[config.mk]
export PLATFORM = sky130hd
export DESIGN_NAME = seg_scan_decoder
export DESIGN_NICKNAME = d
export VERILOG_FILES = /design/src/rtl/seg_scan_decoder.sv
export SDC_FILE = /design/constraint.sdc
export NUM_CORES = 1
export LEC_CHECK = 0
export CORE_MARGIN = 2
export CORE_UTILIZATION = 50
export CTS_CLUSTER_DIAMETER = 80
export CTS_CLUSTER_SIZE = 40
export DETAILED_ROUTE_END_ITERATION = 8
export PLACE_DENSITY = 0.78
export SLEW_MARGIN = 10
export SYNTH_ARGS = -nofsm -noshare
export SYNTH_HDL_FRONTEND = slang
export SYNTH_SLANG_ARGS = --single-unit
[constraint.sdc]
create_clock -name clk -period 2 [get_ports clk]
set_clock_uncertainty 0.05 [all_clocks]
set_input_delay 0.4 -clock clk [delete_from_list [all_inputs] [get_ports clk]]
set_output_delay 0.4 -clock clk [all_outputs]
set_load 0.01 [all_outputs]
[src/rtl/seg_scan_decoder.sv]
// Read-back decoder for a 2-digit multiplexed 7-segment scan bus: settles each digit phase,
// decodes it to a nibble and publishes {hi,lo}. Optional macro SEG_DP_IGNORE_EN masks the dp bit.
module seg_scan_decoder #(
    parameter int SETTLE  = 4,
    parameter int TIMEOUT = 4096
) (
    input  logic       clk,
    input  logic       rst,
    input  logic [7:0] digit_seg,
    input  logic [1:0] digit_cath,
    output logic [7:0] value,
    output logic       value_valid,
    output logic       seg_error,
    output logic       scan_lost
);

    localparam int CW = $clog2(SETTLE + 1);
    localparam int TW = $clog2(TIMEOUT + 1);

    function automatic logic [4:0] seg_decode(input logic [7:0] seg);
        logic [4:0] r;
        case (seg)
            8'hFC:   r = {1'b1, 4'h0};
            8'h60:   r = {1'b1, 4'h1};
            8'hDA:   r = {1'b1, 4'h2};
            8'hF2:   r = {1'b1, 4'h3};
            8'h66:   r = {1'b1, 4'h4};
            8'hB6:   r = {1'b1, 4'h5};
            8'hBE:   r = {1'b1, 4'h6};
            8'hE0:   r = {1'b1, 4'h7};
            8'hFE:   r = {1'b1, 4'h8};
            8'hF6:   r = {1'b1, 4'h9};
            8'hEE:   r = {1'b1, 4'hA};
            8'h3E:   r = {1'b1, 4'hB};
            8'h9C:   r = {1'b1, 4'hC};
            8'h7A:   r = {1'b1, 4'hD};
            8'h9E:   r = {1'b1, 4'hE};
            8'h8E:   r = {1'b1, 4'hF};
            default: r = 5'h00;
        endcase
        return r;
    endfunction

    logic [9:0]    samp_p0;
    logic [9:0]    samp_p1;
    logic [CW-1:0] cnt;
    logic [TW-1:0] to_cnt;
    logic [3:0]    lo_buf;
    logic [3:0]    hi_buf;
    logic          have_lo;
    logic          have_hi;
    logic [7:0]    seg_m;
    logic [1:0]    cath_p0;
    logic [4:0]    dec;
    logic          strobe;
    logic          cap_lo;
    logic          cap_hi;

`ifdef SEG_DP_IGNORE_EN
    assign seg_m = {samp_p0[9:3], 1'b0};
`else
    assign seg_m = samp_p0[9:2];
`endif

    assign cath_p0 = samp_p0[1:0];
    assign dec     = seg_decode(seg_m);
    // Fires only on the transition into SETTLE-1, so a long stable window captures once.
    assign strobe  = (samp_p0 == samp_p1) && (cnt == CW'(SETTLE - 2));
    assign cap_lo  = strobe && (cath_p0 == 2'b01);
    assign cap_hi  = strobe && (cath_p0 == 2'b10);

    always_ff @(posedge clk) begin
        if (rst) begin
            samp_p0     <= '0;
            samp_p1     <= '0;
            cnt         <= '0;
            to_cnt      <= '0;
            lo_buf      <= '0;
            hi_buf      <= '0;
            have_lo     <= 1'b0;
            have_hi     <= 1'b0;
            value       <= '0;
            value_valid <= 1'b0;
            seg_error   <= 1'b0;
            scan_lost   <= 1'b0;
        end else begin
            // stage p0/p1: pin sample and its predecessor
            samp_p0     <= {digit_seg, digit_cath};
            samp_p1     <= samp_p0;
            value_valid <= 1'b0;
            seg_error   <= 1'b0;

            if (samp_p0 != samp_p1)
                cnt <= '0;
            else if (cnt != CW'(SETTLE))
                cnt <= cnt + 1'b1;

            if (cap_lo || cap_hi) begin
                to_cnt    <= '0;
                scan_lost <= 1'b0;
                if (!dec[4]) begin
                    seg_error <= 1'b1;
                    if (cap_lo) have_lo <= 1'b0;
                    else        have_hi <= 1'b0;
                end else if (cap_lo) begin
                    lo_buf <= dec[3:0];
                    if (have_hi) begin
                        value       <= {hi_buf, dec[3:0]};
                        value_valid <= 1'b1;
                        have_lo     <= 1'b0;
                        have_hi     <= 1'b0;
                    end else begin
                        have_lo <= 1'b1;
                    end
                end else begin
                    hi_buf <= dec[3:0];
                    if (have_lo) begin
                        value       <= {dec[3:0], lo_buf};
                        value_valid <= 1'b1;
                        have_lo     <= 1'b0;
                        have_hi     <= 1'b0;
                    end else begin
                        have_hi <= 1'b1;
                    end
                end
            end else if (to_cnt != TW'(TIMEOUT)) begin
                to_cnt <= to_cnt + 1'b1;
                if (to_cnt == TW'(TIMEOUT - 1)) begin
                    scan_lost <= 1'b1;
                    have_lo   <= 1'b0;
                    have_hi   <= 1'b0;
                end
            end
        end
    end

endmodule

==> results by group <==
Outcome
  • Outcome: finished with violations
  • Failing checks: setup timing

Routing
  • Via count: ~2500
  • Vias per cell: roughly 5.4
  • Initial DRC count: 87
  • Final ANT Viol Nets: 0
  • Drt pass-1 iters: 4
  • Drt drc: 0
  • WL final: roughly 6800 um
  • Wire per inst: approximately 15 um

Run
  • Max-cap violations: 0

STA
  • Worst-Margin Slew: ~0.45 ns
  • RSZ-0062 raised after global routing: true
  • Max frequency: roughly 440 MHz
  • Setup TNS: -3.179 ns
  • Slew Viols, Final: 0
  • Post-layout min period: 2.254 ns
  • Final worst slack: -0.2537 ns
  • Fin Hold WS: 0.4132 ns
  • Slew headroom: about 70%
  • Final Hold Fails: 0
  • Final setup violation count: 19
  • Final period util: 112.7%

Floorplanning
  • Die width: 78.42 um
  • Die extent in y: around 78 um
  • Initial Utilization: around half
  • IO Pins: 23
  • Row count: 27
  • Core ar.: around 5400 um2
  • DIE AREA: 6149 um2

Setup path
  • Worst path bufs/invs: 2
  • Max incr delay on CP: ~0.48 ns
  • Critical path class: reg -> reg
  • Top Family by Delay on Critical Path: compound AO/OA/AOI/OAI gates
  • Required @ worst endpoint: around 2.2 ns
  • Crit path capture type: register
  • Critical path fanouts, max: 7
  • Cell mode on critical path: buf_6
  • CP max stage cell: a221o_2
  • Worst Path Arrival: 2.43 ns
  • CP Launch Type: register
  • Critical-path cell list: buf_6 -> nor4b_4 -> a32oi_2 -> o2111a_2 -> a221o_2 -> buf_6 -> a31o_1

Finish
  • N_diodes: 0
  • Area grow syn2layout: 43.02%
  • Layout cells sized above 1: about 34%
  • Fin util: approximately 73%
  • Final #Nets: 407
  • Final std cells w/o fill: 467

Synth
  • Netlist cell types: between 50 and 60
  • Synth top area share: about two fifths
  • Main synth FF type: dfxtp_1
  • Post-synthesis area per instance: 9.078 um2
  • Mapped Nets: between 300 and 400
  • Top cell type by total area after synthesis: dfxtp_1
  • Synth Cell Area: 2769 um2
  • Area contributors post-synth: dfxtp_1 (41%), xor2_1 (5.4%), nor2b_1 (4.5%)
  • Sequential area share after synthesis: approximately 40%
  • Ys Warns: 0
  • Post-Synthesis Cells: around 300
  • Post-synth top cells: dfxtp_1 (57), nor2_1 (30), nand2_1 (22), nor2b_1 (20), xor2_1 (17)
  • EDFF count, synth: 0
  • Share of flip-flops with an asynchronous set or reset: 0%
  • Most common cell in the netlist: dfxtp_1
  • Yosys reg bits: 57

Clock network
  • CTS max path bufs: 2
  • H-tree levels: 3
  • CTS buffer count: 9
  • Worst-path clk slew: roughly 0.06 ns
  • Clk sink count: 57
  • Clock root buffer: clkbuf_8
  • CTS tree: yes
  • Skew-Pair Late Insertion Delay: around 0.34 ns
  • Post-CTS Hold Fix Bufs: 0

Worst hold path
  • Min-delay worst type: reg -> reg

Global route
  • Total gr overflow: 0
  • Initial antenna violation count: 0
  • Largest net degree at the start of global routing: 32
  • Total GRT Usage: 23.12%
  • Vias in the first global route: between 2000 and 2500
  • First-pass GRT wire length: around 11000 um

Power
  • Sequential Power Share: slightly below 50%
  • Internal power: approximately 1.8 mW
  • VDD IR-drop max: approximately 0.53 mV
  • Comb pwr share: between 10% and 20%
  • Total power: about 2.4 mW
  • Pwr dens: roughly 600 nW/um2
  • Clk network pwr share: between 30% and 40%
  • Sw power: around 0.6 mW
  • Sw Share: 24.70%
  • Pleak: ~1.5 nW

Placement
  • IO buf count: 22
  • Routability cong.: slightly above 0.9
  • HPWL Detailed: 4340 um
  • Placed Cells: 437
kinds of logic (layout without fill, tap and decap cells):
family                   after synthesis  after routing  synth area share, %
flip-flops                            57             57                41.21
buffers and inverters                 24            114                3.705
AND/OR/NAND/NOR                      138            138                28.97
AO/OA/AOI/OAI                         51             51                13.92
adder cells (fa/ha/maj)                5              5                2.259
XOR/XNOR                              22             22                6.959
multiplexers                           8              8                2.982
cell usage in the layout (no fill, tap or decap), types with 3 or more instances in the layout:
cell             Yosys  final
a211oi_2             1      4
a21oi_1             10      8
a31o_1               6      6
and3_1               4      4
buf_4                0     56
buf_6                1      9
clkbuf_8             0     11
clkdlybuf4s50_1      0     22
clkinv_2             0      3
dfxtp_1             57     49
dfxtp_4              0      7
ha_1                 5      5
inv_1                9      9
mux2i_1              6      6
nand2_1             22     21
nand2b_1             6      5
nand3_1             16     12
nand3_2              0      3
nand4_1              7      7
nand4b_1             3      3
nor2_1              30     28
nor2b_1             20     20
nor3_2               3      4
nor4_4               2      3
o21ai_0              8      4
o21ai_1              3      3
o21ai_2              0      3
xnor2_1              5      5
xor2_1              17     15
worst min-delay path: stages, from the launching register on:
cell and delay (ns):
dfxtp_1 0.31, nand2_1 0.06, o21ai_1 0.05
per-layer routing:
layer | up-vias | part of all wire (%) | global-route usage [%]
met4 | 0 | 2.1 | 9.825
met5 | - | 0 | 0
met3 | 16 | 4.1 | 7.241
met1 | 1176 | 43 | 28.00
met2 | 63 | 51 | 37.93
li1 | 1251 | - | -
power groups by stage:
stage / sequential, mW / combinational [mW] / clock [mW]
global route: 1.19 / 0.292 / 1.01
detailed placement: 1.21 / 0.235 / 0
global placement: 1.21 / 0.229 / 0
CTS: 1.18 / 0.257 / 0.964
floorplan: 1.21 / 0.141 / 0
finish: 1.18 / 0.271 / 0.947
stage by stage:
| stage | setup WS [ns] | area, um2 |
|---|---|---|
| after floorplan | -0.1509 | 2844 |
| after global placement | -0.1846 | 3492 |
| after detailed placement | -0.2383 | 3492 |
| after CTS | -0.1921 | 3872 |
| after global routing | -0.3081 | 3960 |
| final | -0.2537 | 3960 |
timing repair:
| action | in CTS | in global routing |
|---|---|---|
| setup endpoints to repair | 18 | 20 |
| pin swaps | 11 | 8 |
| cloned | 1 | 0 |
| buffers inserted | 10 | 3 |
| resized for setup | 35 | 15 |
state kept, by name (all words and copies together) (netlist names):
| register | flops |
|---|---|
| to_cnt | 13 |
| samp_p0 | 10 |
| samp_p1 | 10 |
| value | 8 |
| hi_buf | 4 |
| lo_buf | 4 |
| cnt | 3 |
| have_hi | 1 |
| have_lo | 1 |
| scan_lost | 1 |
| seg_error | 1 |
| value_valid | 1 |
path summary, 6_finish.rpt:
kind / start / cells past startpoint / slack [ns] / endpoint
setup reg to reg: samp_p0[6]$_SDFF_PP0_ / 7 / -0.25 / value[7]$_SDFFE_PP0P_
hold / removal: have_lo$_SDFFE_PP0P_ / 2 / 0.41 / have_lo$_SDFFE_PP0P_
setup / recovery: samp_p0[6]$_SDFF_PP0_ / 7 / -0.25 / value[7]$_SDFFE_PP0P_
hold reg to reg: have_lo$_SDFFE_PP0P_ / 2 / 0.41 / have_lo$_SDFFE_PP0P_
final cells by class:
cell class | count | area (um2)
Multi-Input combinational cell | 224 | 1712
Fill cell | 364 | 1479
Sequential cell | 57 | 1169
Timing Repair Buffer | 89 | 782.0
Clock buffer | 13 | 158.9
Tap cell | 72 | 90.09
Inverter | 9 | 33.78
Clock inverter | 3 | 15.01
(Power assumes the default switching activity.)
